[src/rtl/piano_voice_ctrl.sv]
// Single-voice piano note controller: debounces 12 keys, picks the last-pressed
// note and drives one shared square-wave divider with glitch-free note changes.
module piano_voice_ctrl #(
  parameter int DB_TICK    = 500000,
  parameter int DB_SAMPLES = 4
) (
  input  logic        clk,
  input  logic        rst,
  input  logic [11:0] keys,
  input  logic [1:0]  octave,
  output logic        speaker,
  output logic        note_valid,
  output logic [3:0]  note_idx
);

  localparam int TW = (DB_TICK > 1) ? $clog2(DB_TICK) : 1;

  typedef enum logic [1:0] {
    IDLE,
    PLAY,
    SWITCH
  } state_t;

  state_t      state;
  logic [11:0] sync1;
  logic [11:0] sync2;
  logic [11:0] db;
  logic [11:0] db_q;
  logic [3:0]  run_cnt [12];
  logic [TW-1:0] pre_cnt;
  logic        tick;
  logic [11:0] press;
  logic [11:0] release_p;
  logic        sel_valid;
  logic [3:0]  sel_idx;
  logic [16:0] cnt;
  logic [16:0] cmp_act;
  logic [16:0] cmp_pend;
  logic [3:0]  pend_idx;
  logic [3:0]  base_idx;

  function automatic logic [3:0] lowest(input logic [11:0] v);
    logic [3:0] r;
    r = 4'd0;
    for (int i = 11; i >= 0; i--) begin
      if (v[i]) r = 4'(i);
    end
    return r;
  endfunction

  // Half-period minus one for each note, scaled up by whole octaves
  function automatic logic [16:0] note_cmp(input logic [3:0] idx, input logic [1:0] oct);
    logic [16:0] t;
    case (idx)
      4'd0:    t = 17'd95555;
      4'd1:    t = 17'd90193;
      4'd2:    t = 17'd85130;
      4'd3:    t = 17'd80352;
      4'd4:    t = 17'd75842;
      4'd5:    t = 17'd71586;
      4'd6:    t = 17'd67568;
      4'd7:    t = 17'd63775;
      4'd8:    t = 17'd60197;
      4'd9:    t = 17'd56817;
      4'd10:   t = 17'd53629;
      default: t = 17'd50619;
    endcase
    t = t + 17'd1;
    return (t >> oct) - 17'd1;
  endfunction

  always_ff @(posedge clk or posedge rst) begin
    if (rst) begin
      sync1 <= '0;
      sync2 <= '0;
    end else begin
      sync1 <= keys;
      sync2 <= sync1;
    end
  end

  assign tick = (pre_cnt == TW'(DB_TICK - 1));

  always_ff @(posedge clk or posedge rst) begin
    if (rst) begin
      pre_cnt <= '0;
    end else if (tick) begin
      pre_cnt <= '0;
    end else begin
      pre_cnt <= pre_cnt + 1'b1;
    end
  end

  // A key flips only after DB_SAMPLES consecutive disagreeing samples
  always_ff @(posedge clk or posedge rst) begin
    if (rst) begin
      db <= '0;
      for (int i = 0; i < 12; i++) run_cnt[i] <= '0;
    end else if (tick) begin
      for (int i = 0; i < 12; i++) begin
        if (sync2[i] == db[i]) begin
          run_cnt[i] <= '0;
        end else if (run_cnt[i] == 4'(DB_SAMPLES - 1)) begin
          run_cnt[i] <= '0;
          db[i]      <= sync2[i];
        end else begin
          run_cnt[i] <= run_cnt[i] + 4'd1;
        end
      end
    end
  end

  always_ff @(posedge clk or posedge rst) begin
    if (rst) begin
      db_q <= '0;
    end else begin
      db_q <= db;
    end
  end

  assign press     = db & ~db_q;
  assign release_p = ~db & db_q;

  always_ff @(posedge clk or posedge rst) begin
    if (rst) begin
      sel_valid <= 1'b0;
      sel_idx   <= '0;
    end else if (|press) begin
      sel_valid <= 1'b1;
      sel_idx   <= lowest(press);
    end else if (sel_valid && release_p[sel_idx]) begin
      if (|db) begin
        sel_idx <= lowest(db);
      end else begin
        sel_valid <= 1'b0;
      end
    end
  end

  // The note that will be active after the next toggle
  assign base_idx = (state == SWITCH) ? pend_idx : note_idx;

  // Divider FSM: note changes and stops only happen at toggle boundaries
  always_ff @(posedge clk or posedge rst) begin
    if (rst) begin
      state      <= IDLE;
      speaker    <= 1'b0;
      note_valid <= 1'b0;
      note_idx   <= '0;
      cnt        <= '0;
      cmp_act    <= '0;
      cmp_pend   <= '0;
      pend_idx   <= '0;
    end else begin
      case (state)
        IDLE: begin
          speaker    <= 1'b0;
          cnt        <= '0;
          note_valid <= 1'b0;
          if (sel_valid) begin
            cmp_act    <= note_cmp(sel_idx, octave);
            note_idx   <= sel_idx;
            note_valid <= 1'b1;
            state      <= PLAY;
          end
        end
        PLAY, SWITCH: begin
          if (!sel_valid && !speaker) begin
            state      <= IDLE;
            note_valid <= 1'b0;
            cnt        <= '0;
          end else if (cnt == cmp_act) begin
            cnt     <= '0;
            speaker <= ~speaker;
            if (!sel_valid) begin
              state      <= IDLE;
              note_valid <= 1'b0;
            end else begin
              if (state == SWITCH) begin
                cmp_act  <= cmp_pend;
                note_idx <= pend_idx;
              end
              if (sel_idx != base_idx) begin
                cmp_pend <= note_cmp(sel_idx, octave);
                pend_idx <= sel_idx;
                state    <= SWITCH;
              end else begin
                state <= PLAY;
              end
            end
          end else begin
            cnt <= cnt + 17'd1;
            if (sel_valid && sel_idx != base_idx) begin
              cmp_pend <= note_cmp(sel_idx, octave);
              pend_idx <= sel_idx;
              state    <= SWITCH;
            end
          end
        end
        default: state <= IDLE;
      endcase
    end
  end

endmodule

[config.mk]
export PLATFORM = sky130hd
export DESIGN_NAME = piano_voice_ctrl
export DESIGN_NICKNAME = d
export VERILOG_FILES = /design/src/rtl/piano_voice_ctrl.sv
export SDC_FILE = /design/constraint.sdc
export NUM_CORES = 1
export LEC_CHECK = 0
export ABC_CLOCK_PERIOD_IN_PS = 16930
export CORE_ASPECT_RATIO = 1.5
export CORE_MARGIN = 2
export CORE_UTILIZATION = 55
export CTS_BUF_LIST = sky130_fd_sc_hd__clkbuf_4
export DETAILED_ROUTE_END_ITERATION = 8
export PLACE_DENSITY = 0.77
export SLEW_MARGIN = 20
export SYNTH_ARGS = -nofsm -noshare
export SYNTH_HDL_FRONTEND = slang
export SYNTH_SLANG_ARGS = --single-unit
[constraint.sdc]
create_clock -name clk -period 16.93 [get_ports clk]
set_input_delay 1.693 -clock clk [delete_from_list [all_inputs] [get_ports clk]]
set_output_delay 1.693 -clock clk [all_outputs]
set_load 0.05 [all_outputs]
==> metrics.cfg, run 1 <==
[synthesis]
synth_edf_count=0
postSynthCellCount=1104
synth-async-reset-ratio_pct=100
ys_types=75
synth_top_area_share_pct=45.2
synthFlopType=dfrtp_1
netlist_area_um2=10100
synth_seq_cells=183
netlist_top_cells_area=dfrtp_1 (45%), nand2_1 (5.6%), o21ai_0 (4.8%), nor2_1 (3.5%), ha_1 (3.3%)
ys_seq_area_share_pct=45.2
syn_avg_cell_area_um2=9.18
yosys.area.top_type=dfrtp_1
syn-num-nets=1147
yosysWarnings=0

[cts]
numCtsBuffers=17
ctsResizeCount=0
cts.reportedPaths.clkPinSlew_ns=0.16
htree_num_levels=4
clk_latency_ns=0.58
clock_sinks=183
clock_path_buffers=2
cts_hold_buffers=0
tritoncts=yes
cts_setup_buffers=0
cts_root_buf=clkbuf_4

[final_layout]
final.fill_count=1550
stdcell_count=1331
final_cell_mix=dfrtp_1 (183), nand2_1 (152), o21ai_0 (97), nor2_1 (95), a21oi_1 (54)
syn2layout_area_growth_pct=5.91
final_area_um2=10700
layout_commonest_cell=dfrtp_1
fin_nets=1143
drive_gt1_share_pct=7.01

[timing]
rsz0062_at_grt=no
finalSetupTns_ns=0
setup_viol=0
maxSlewHeadroom_pct=35.9
worst_pin_slew_ns=0.961
fin_ws_ns=12.25
maxSlewViolCount=0
finalCritPeriodShare_pct=27.6
skew_ns=0.0317
finalHoldViolations=0
fin_crit_ns=4.68
max_freq_mhz=214
whs_ns=0.368

[floorplan]
die-area_um2=19600
rows=60
io_pins=22
core_um2=18000
start_util_pct=56.3
die_y_um=170
die_x_um=115

[setup_path]
cp-end-kind=flop
reg2reg_slack_ns=12.25
cp_slowest_cell=dfrtp_1
critPathKind=reg -> reg
required_ns=17.45
path_max_fanout=22
critical_path.most_common_cell=ha_1
worst_setup_path_start_kind=flop
critPathMaxStageDelay_ns=0.87
critPathLaunch=sel_idx[0]
rr_worst_depth=15
r2r_end=cmp_act[12]
cp.arrival_ns=5.20
path_cells=ha_1 > a21oi_1 > o21ai_0 > ha_1 > inv_1 > o32ai_2 > xnor2_1 > o211ai_1 > ha_1 > o2111a_1 > nand2_1 > nor4b_4 > nand2_2 > or4_1 > nand3_1
endpoint=cmp_act[12]
rr_startpoint=sel_idx[0]

[grt]
grt_overflow=0
grt_max_degree=107
grt_use_total_pct=22.4
antenna_found_initial=1
grt_pass1_wl_um=35600
grt_pass1_vias=7505

[placed_design]
dp_cells=1298
routabilityCongestion=0.899
portBuffers=21
place_area_um2=10500
place_ws_ns=11.84
dp_hpwl_um=14800

[route]
ant_nets=0
routedWlPerCell_um=15.6
drc=0
viasPerCell=5.98
drt_iter0_drc=436
vias=7965
drt_wl_total_um=20800
dr.pass1.iters=5

[status]
status=finished, final reports clean

[power]
p_leak_uw=0.00461
vdd_drop_max_v=0.0000468
p_per_area_nw_per_um2=65.8

[job]
cap_violations=0

[min_path]
hp-class=reg -> reg

## final cells by class
class                           instances  area (µm²)  share of cell area [%]
Antenna cell                            1        2.50                  0.0233
Clock buffer                           17         128                    1.19
Multi-Input combinational cell        842        5240                    48.8
Tap cell                              217         272                    2.53
Clock inverter                         15         134                    1.25
Inverter                               26         105                   0.979
Timing Repair Buffer                   30         278                    2.59
Sequential cell                       183        4580                    42.7
## power breakdown
group / switching, µW / total, µW / internal (µW)
Clock: 167 / 231 / 64.3
Sequential: 1.46 / 442 / 440
Combinational: 22.2 / 33.6 / 11.4
Total: 190 / 706 / 516
## critical path, delay by kind of cell (launching register included)
| family | cells | cell delay [ns] |
|---|---|---|
| adders and majority gates | 3 | 0.88 |
| and+or+nand+nor | 5 | 1.25 |
| buffers and inverters | 1 | 0.07 |
| AOI/OAI and AO/OA | 5 | 1.34 |
| xor gates and xnor gates | 1 | 0.20 |
| DFF | 1 | 0.87 |
## registers in the layout, indices dropped and copies added, names as in the netlist
signal      cells
state           2
pend_idx        4
db             12
speaker         1
sync2          12
cnt            17
sync1          12
cmp_pend       17
run_cnt        48
db_q           12
note_valid      1
cmp_act        17
sel_valid       1
note_idx        4
pre_cnt        19
sel_idx         4
## how the worst min path moves through the flow
stage                         from  endpoint  slack [ns]  cells after the start
final                     sync1[5]  sync2[5]        0.37                      0
after floorplan           sync1[0]  sync2[0]        0.33                      0
after detailed placement  sync1[0]  sync2[0]        0.33                      0
after CTS                 sync1[0]  sync2[0]        0.37                      0
after global placement    sync1[5]  sync2[5]        0.33                      0
after global routing      sync1[8]  sync2[8]        0.38                      0
## cells in the mapped netlist, drive strengths merged (14+ instances only)
library cell and n:
clkbuf 42, o31ai 19, o21ai 97, a21oi 55, nor3b 14, mux2 15, nor4 20, nand3 29
nor3 33, ha 27, nand2 154, xor2 36, dfrtp 183, nor2 95, inv 26, nand3b 29
xnor2 38
## kinds of logic (layout without fill, tap and decap cells)
kind of cell               count (synthesis)  after routing  synth area share [%]
and+or+nand+nor                          448            448                  22.0
DFF                                      183            183                  45.2
AOI/OAI and AO/OA                        265            265                  16.8
buffers and inverters                     79             88                  3.21
adders and majority gates                 28             28                  3.43
other                                      0              1                     0
muxes                                     27             27                  2.98
xor gates and xnor gates                  74             74                  6.40
## routing by layer
layer | track usage [%] | wire length (µm) | part of all wire (%)
met5 | 0 | 0 | 0
met4 | 8.80 | 571 | 2.7
met3 | 2.92 | 506 | 2.4
met2 | 40.6 | 11000 | 53
met1 | 26.8 | 8740 | 42
## through the flow
step / total power (µW) / utilization, %
floorplan: 473 / -
global placement: 484 / 58.1
detailed placement: 484 / 58.1
CTS: 715 / 59.6
global route: 738 / 59.6
finish: 706 / 59.6
No activity file was read; power rests on OpenSTA's default activity.
==> inputs of run 2 (changes only) <==
ABC_CLOCK_PERIOD_IN_PS = 4150   (was 16930)
PLACE_DENSITY = 0.8   (was 0.77)
clock period = 4.15 ns   (was 16.93 ns; I/O delays follow)
==> run 2 against run 1 <==
Against the previous run: clock power grew to 4.4 times the previous value; power rose to 4.2 times the previous value; final area up 1.6%.
==> metrics.cfg, run 2 (synthesis gave the netlist of run 1 again) <==
[floorplan]
die_y_um=170  ; unchanged
io_pins=22  ; unchanged
die_x_um=115  ; unchanged
die-area_um2=19600  ; unchanged
core_um2=18000  ; unchanged
rows=60  ; unchanged
start_util_pct=56.3  ; unchanged

[placed_design]
dp_cells=1310  ; was 1298
place_ws_ns=0.164  ; was 11.84 ns
dp_hpwl_um=15500  ; was 14800 µm
place_area_um2=10600  ; was 10500 µm²
portBuffers=21  ; unchanged
routabilityCongestion=0.924  ; was 0.899

[power]
p_leak_uw=0.00470  ; was 0.00461 µW
p_seq_share_pct=60.8  ; was 62.5%
pwr-share-clk_pct=34.3  ; was 32.7%
p_sw_uw=792  ; was 190 µW
vdd_drop_max_v=0.000249  ; was 0.0000468 V
cell_internal_pwr_uw=2170  ; was 516 µW
p_per_area_nw_per_um2=272  ; was 65.8 nW/µm²
comb_power_share_pct=4.9  ; was 4.8%
swShare_pct=26.7  ; was 26.9%

[setup_path]
r2r_end=cmp_act[5]  ; was cmp_act[12]
rr_startpoint=sel_idx[1]  ; was sel_idx[0]
cp.arrival_ns=4.38  ; was 5.20 ns
path_max_fanout=11  ; was 22
required_ns=4.62  ; was 17.45 ns
rr_worst_depth=13  ; was 15
reg2reg_slack_ns=0.24  ; was 12.25 ns
critPathKind=reg -> reg  ; unchanged
cp-end-kind=flop  ; unchanged
worst_setup_path_start_kind=flop  ; unchanged

[route]
met1Wirelength_um=8610  ; was 8740 µm
top_layer=met4  ; unchanged
wl_met3_um=659  ; was 506 µm
drc=0  ; unchanged
routedWlPerCell_um=16.0  ; was 15.6 µm
drt_iter0_drc=434  ; was 436
drt_wl_total_um=21500  ; was 20800 µm
met2WireLength_um=11500  ; was 11000 µm
ant_nets=0  ; unchanged
dr.pass1.iters=5  ; unchanged
viasPerCell=5.99  ; was 5.98
vias=8049  ; was 7965

[timing]
maxSlewViolCount=0  ; unchanged
finalHoldViolations=0  ; unchanged
rsz0062_at_grt=no  ; unchanged
fin_ws_ns=0.235  ; was 12.25 ns
fin_crit_ns=3.91  ; was 4.68 ns
maxSlewHeadroom_pct=34.8  ; was 35.9%
skew_ns=0.0291  ; was 0.0317 ns
finalCritPeriodShare_pct=94.3  ; was 27.6%
max_freq_mhz=255  ; was 214 MHz
worst_pin_slew_ns=0.975  ; was 0.961 ns
setup_viol=0  ; unchanged
finalSetupTns_ns=0  ; unchanged

[final_layout]
largest_register_ffs=48  ; unchanged
stdcell_count=1343  ; was 1331
drive_gt1_share_pct=8.53  ; was 7.01%
layout_commonest_cell=dfrtp_1  ; unchanged
largest-register=run_cnt  ; unchanged
fin_util_pct=60.5  ; was 59.6%
syn2layout_area_growth_pct=7.63  ; was 5.91%
largestRegisters=run_cnt: 48 flops, pre_cnt: 19 flops  ; unchanged
final_cell_mix=dfrtp_1 (181), nand2_1 (152), o21ai_0 (97), nor2_1 (95), a21oi_1 (53)  ; was dfrtp_1 (183), nand2_1 (152), o21ai_0 (97), nor2_1 (95), a21oi_1 (54)
final.fill_count=1582  ; was 1550
final_area_um2=10900  ; was 10700 µm²
fin_nets=1155  ; was 1143

[cts]
clk_latency_ns=0.59  ; was 0.58 ns
htree_num_levels=4  ; unchanged
tritoncts=yes  ; unchanged
clock_path_buffers=2  ; unchanged
cts_root_buf=clkbuf_4  ; unchanged
numCtsBuffers=17  ; unchanged
clock_sinks=183  ; unchanged
cts.reportedPaths.clkPinSlew_ns=0.18  ; was 0.16 ns

[grt]
grt_overflow=0  ; unchanged
grt_pass1_wl_um=36100  ; was 35600 µm
grt_use_total_pct=22.9  ; was 22.4%
antenna_found_initial=1  ; unchanged
grt_max_degree=86  ; was 107
grt_pass1_vias=7746  ; was 7505

[min_path]
hp-start=keys[7]  ; was sync1[5]
holdPathStages=1  ; was 0
worstHoldEndpoint=sync1[7]  ; was sync2[5]
hp-class=in -> reg  ; was reg -> reg

[job]
cap_violations=0  ; unchanged

[status]
status=finished, final reports clean  ; unchanged

run 2: how the worst max path moves through the flow:
stage | start | to | slack [ns] | cells past startpoint
final | sel_idx[1] | cmp_act[5] | 0.24 | 13
after global routing | sel_idx[0] | cmp_act[12] | 0.01 | 16
after CTS | sel_idx[0] | cmp_act[12] | 0.14 | 15
after detailed placement | sel_idx[0] | cmp_act[12] | 0.16 | 15
after global placement | sel_idx[0] | cmp_act[12] | 0.28 | 15
after floorplan | sel_idx[0] | cmp_act[12] | 0.31 | 15
run 2: metrics by stage:
stage | power [µW] | hold slack, ns
after floorplan | 1930 | 0.331
after global placement | 1980 | 0.331
after detailed placement | 1980 | 0.337
after CTS | 3000 | 0.195
after global routing | 3090 | 0.187
final | 2960 | 0.236
run 2: metal layers:
layer  global-route usage, %  vias up
met1                    26.0     3894
li1                        -     3936
met3                    3.88       51
met4                    9.85        0
met2                    41.8      168
met5                       0        -
run 2: what timing repair did:
item	4_1_cts	5_1_grt
hold buffers	0	0
setup buffers	0	0
resized for setup	0	7
endpoints found under the setup margin	0	13
run 2: critical path, stage by stage (launching register included):
cell and delay (ns):
dfrtp_2 0.47, buf_4 0.21, inv_2 0.09, ha_2 0.45, nand2_1 0.08, a21o_1 0.22
a21o_1 0.30, or4_1 0.53, o211a_1 0.23, a21oi_2 0.40, nor3_1 0.12, xnor2_1 0.31
o21ai_0 0.11, mux2_2 0.28
run 2: area by class of cell:
type	instances	area, µm²	area share (%)
Multi-Input combinational cell	842	5270	48.3
Sequential cell	183	4580	42.0
Timing Repair Buffer	42	393	3.60
Tap cell	217	272	2.49
Clock inverter	15	161	1.48
Clock buffer	17	128	1.17
Inverter	26	101	0.929
Antenna cell	1	2.50	0.0229
run 2: power by group through the flow:
| stage | Clock [µW] | Sequential, µW | Combinational (µW) |
|---|---|---|---|
| global route | 1120 | 1800 | 163 |
| global placement | 0 | 1840 | 146 |
| CTS | 1050 | 1800 | 147 |
| detailed placement | 0 | 1840 | 147 |
| finish | 1020 | 1800 | 146 |
| floorplan | 0 | 1830 | 97.4 |
==> inputs of run 3 (changes only) <==
CORE_UTILIZATION = 50   (was 55)
PLACE_DENSITY = 0.74   (was 0.8)
REMOVE_ABC_BUFFERS = 1   (was not set)
==> run 3 against run 2 <==
Against the previous run: setup slack better by 0.077 ns; power rose by 0.24%; non-clock buffer count increased by 5; clock skew up 0.0013 ns; critical path depth grew 3; cell count up 3.6%; count of clock-buffer cells in the layout unchanged; routed wire length fell by 2.2%; register-to-register slack better by 0.08 ns; fmax rose by 2.0%; clock power is essentially flat; flip-flop and latch count unchanged; largest power group unchanged; highest routed layer unchanged.
==> metrics.cfg, run 3 (synthesis gave the netlist of run 1 again) <==
[setup_path]
cp-end-kind=flop  ; unchanged
path_delay_family=simple AND/OR/NAND/NOR gates  ; was compound AO/OA/AOI/OAI gates
critPathKind=reg -> reg  ; unchanged
rr_startpoint=sel_idx[0]  ; was sel_idx[1]
critical_path.most_common_cell=ha_1  ; was a21o_1
path_max_fanout=6  ; was 11
critPathMaxStageDelay_ns=0.48  ; was 0.53 ns
crit_buf_inv=1  ; was 2
required_ns=4.70  ; was 4.62 ns
worst_setup_path_start_kind=flop  ; unchanged
path_cells=ha_1 > a21oi_2 > o21ai_0 > ha_1 > inv_1 > xnor2_1 > a21oi_1 > o21ai_0 > a31oi_1 > ha_1 > o2111a_1 > nand2_1 > nor4b_4 > nand2_2 > or4_1 > nand3_1  ; was buf_4 > inv_2 > ha_2 > nand2_1 > a21o_1 > a21o_1 > or4_1 > o211a_1 > a21oi_2 > nor3_1 > xnor2_1 > o21ai_0 > mux2_2
cp_slowest_cell=dfrtp_2  ; was or4_1
cp.arrival_ns=4.39  ; was 4.38 ns
critPathLaunch=sel_idx[0]  ; was sel_idx[1]

[route]
viasPerCell=5.77  ; was 5.99
top_layer=met4  ; unchanged
drt_iter0_drc=454  ; was 434
vias=8031  ; was 8049
routedWlPerCell_um=15.1  ; was 16.0 µm
dr.pass1.iters=7  ; was 5
wl_met3_um=469  ; was 659 µm
drc=0  ; unchanged
ant_nets=0  ; unchanged
met2WireLength_um=11100  ; was 11500 µm
drt_wl_total_um=21000  ; was 21500 µm
met1Wirelength_um=8870  ; was 8610 µm

[grt]
grt_use_total_pct=20.6  ; was 22.9%
grt_pass1_vias=7749  ; was 7746
grt_max_degree=101  ; was 86
grt_overflow=0  ; unchanged
grt_pass1_wl_um=36000  ; was 36100 µm
antenna_found_initial=1  ; unchanged

[final_layout]
largestRegisters=run_cnt: 48 flops, pre_cnt: 19 flops  ; unchanged
largest-register=run_cnt  ; unchanged
multi_input_area_um2=5270  ; about the same
final.fill_count=1822  ; was 1582
layout_commonest_cell=dfrtp_1  ; unchanged
fin_nets=1160  ; was 1155
largest_register_ffs=48  ; unchanged
seqCellArea_um2=4580  ; unchanged
drive_gt1_share_pct=8.85  ; was 8.53%
syn2layout_area_growth_pct=8.38  ; was 7.63%
final_cell_mix=dfrtp_1 (181), nand2_1 (152), o21ai_0 (97), nor2_1 (95), a21oi_1 (53)  ; unchanged

[floorplan]
core_um2=19900  ; was 18000 µm²
io_pins=22  ; unchanged
rows=63  ; was 60
die_y_um=178  ; was 170 µm
start_util_pct=51.0  ; was 56.3%
die_x_um=120  ; was 115 µm
die-area_um2=21400  ; was 19600 µm²

[cts]
htree_num_levels=4  ; unchanged
clk_latency_ns=0.60  ; was 0.59 ns
cts_root_buf=clkbuf_4  ; unchanged
clock_path_buffers=2  ; unchanged
numCtsBuffers=17  ; unchanged
tritoncts=yes  ; unchanged
cts_hold_buffers=0  ; unchanged
clock_sinks=183  ; unchanged
cts.reportedPaths.clkPinSlew_ns=0.17  ; was 0.18 ns

[timing]
finalSetupTns_ns=0  ; unchanged
maxSlewHeadroom_pct=36.9  ; was 34.8%
finalHoldViolations=0  ; unchanged
max_freq_mhz=261  ; was 255 MHz
fin_ws_ns=0.312  ; was 0.235 ns
fin_crit_ns=3.84  ; was 3.91 ns
finalCritPeriodShare_pct=92.5  ; was 94.3%
skew_ns=0.0305  ; was 0.0291 ns
setup_viol=0  ; unchanged
worst_pin_slew_ns=0.942  ; was 0.975 ns
maxSlewViolCount=0  ; unchanged

[job]
cap_violations=0  ; unchanged

[power]
vdd_drop_max_v=0.000213  ; was 0.000249 V
p_per_area_nw_per_um2=270  ; was 272 nW/µm²
p_leak_uw=0.00472  ; was 0.00470 µW
power_uw=2970  ; was 2960 µW

[placed_design]
routabilityCongestion=0.880  ; was 0.924
place_ws_ns=0.291  ; was 0.164 ns
portBuffers=21  ; unchanged
dp_hpwl_um=14900  ; was 15500 µm

[status]
status=finished, final reports clean  ; unchanged

[min_path]
hp-start=keys[1]  ; was keys[7]
hp-class=in -> reg  ; unchanged

## run 3: cell types whose count changed in the layout (fill, tap and decap cells not counted), sizes merged
cell	previous run	this run
buf	21	26
clkinv	4	7
clkinvlp	3	0
## run 3: metal layers
layer  up-vias  GRT usage, %
met1      3906          23.2
met3        39          3.36
met4         0          7.61
met2       121          38.8
met5         -             0
li1       3965             -
## run 3: repair_timing
item                       4_1_cts  5_1_grt
setup endpoints to repair        0        7
gates resized for setup          0        8
buffers inserted                 0        1
hold endpoints to repair         0        0
## run 3: area by class of cell
type / instances / share of cell area [%]
clock buffer: 17 / 1.16
inverter: 26 / 0.934
clock inverter: 15 / 1.46
antenna: 1 / 0.0228
timing repair buffer: 47 / 3.80
multi-input combinational: 842 / 47.9
tap: 260 / 2.96
sequential: 183 / 41.7
## run 3: power by group
group	total [µW]	internal, µW	switching (µW)
Combinational	144	50.6	93.7
Clock	1020	324	700
Sequential	1800	1800	5.65
## run 3: worst paths after layout
kind / depth (start not counted) / endpoint / slack [ns]
worst max register to register: 16 / cmp_act[12] / 0.31
min in group asynchronous: 2 / state[1] / 0.31
worst max-delay path: 16 / cmp_act[12] / 0.31
worst min register to register: 0 / sync2[8] / 0.37
max in group asynchronous: 3 / db[6] / 2.95
worst min-delay path: 1 / sync1[1] / 0.22
## run 3: metrics by stage
stage	hold WS (ns)	instance area, µm²	util [%]	std cells
global placement	0.333	10700	53.6	1357
floorplan	0.331	9910	-	1051
global route	0.177	11000	55.3	1391
finish	0.220	11000	55.3	1391
detailed placement	0.335	10700	53.6	1357
CTS	0.180	10900	55.1	1389
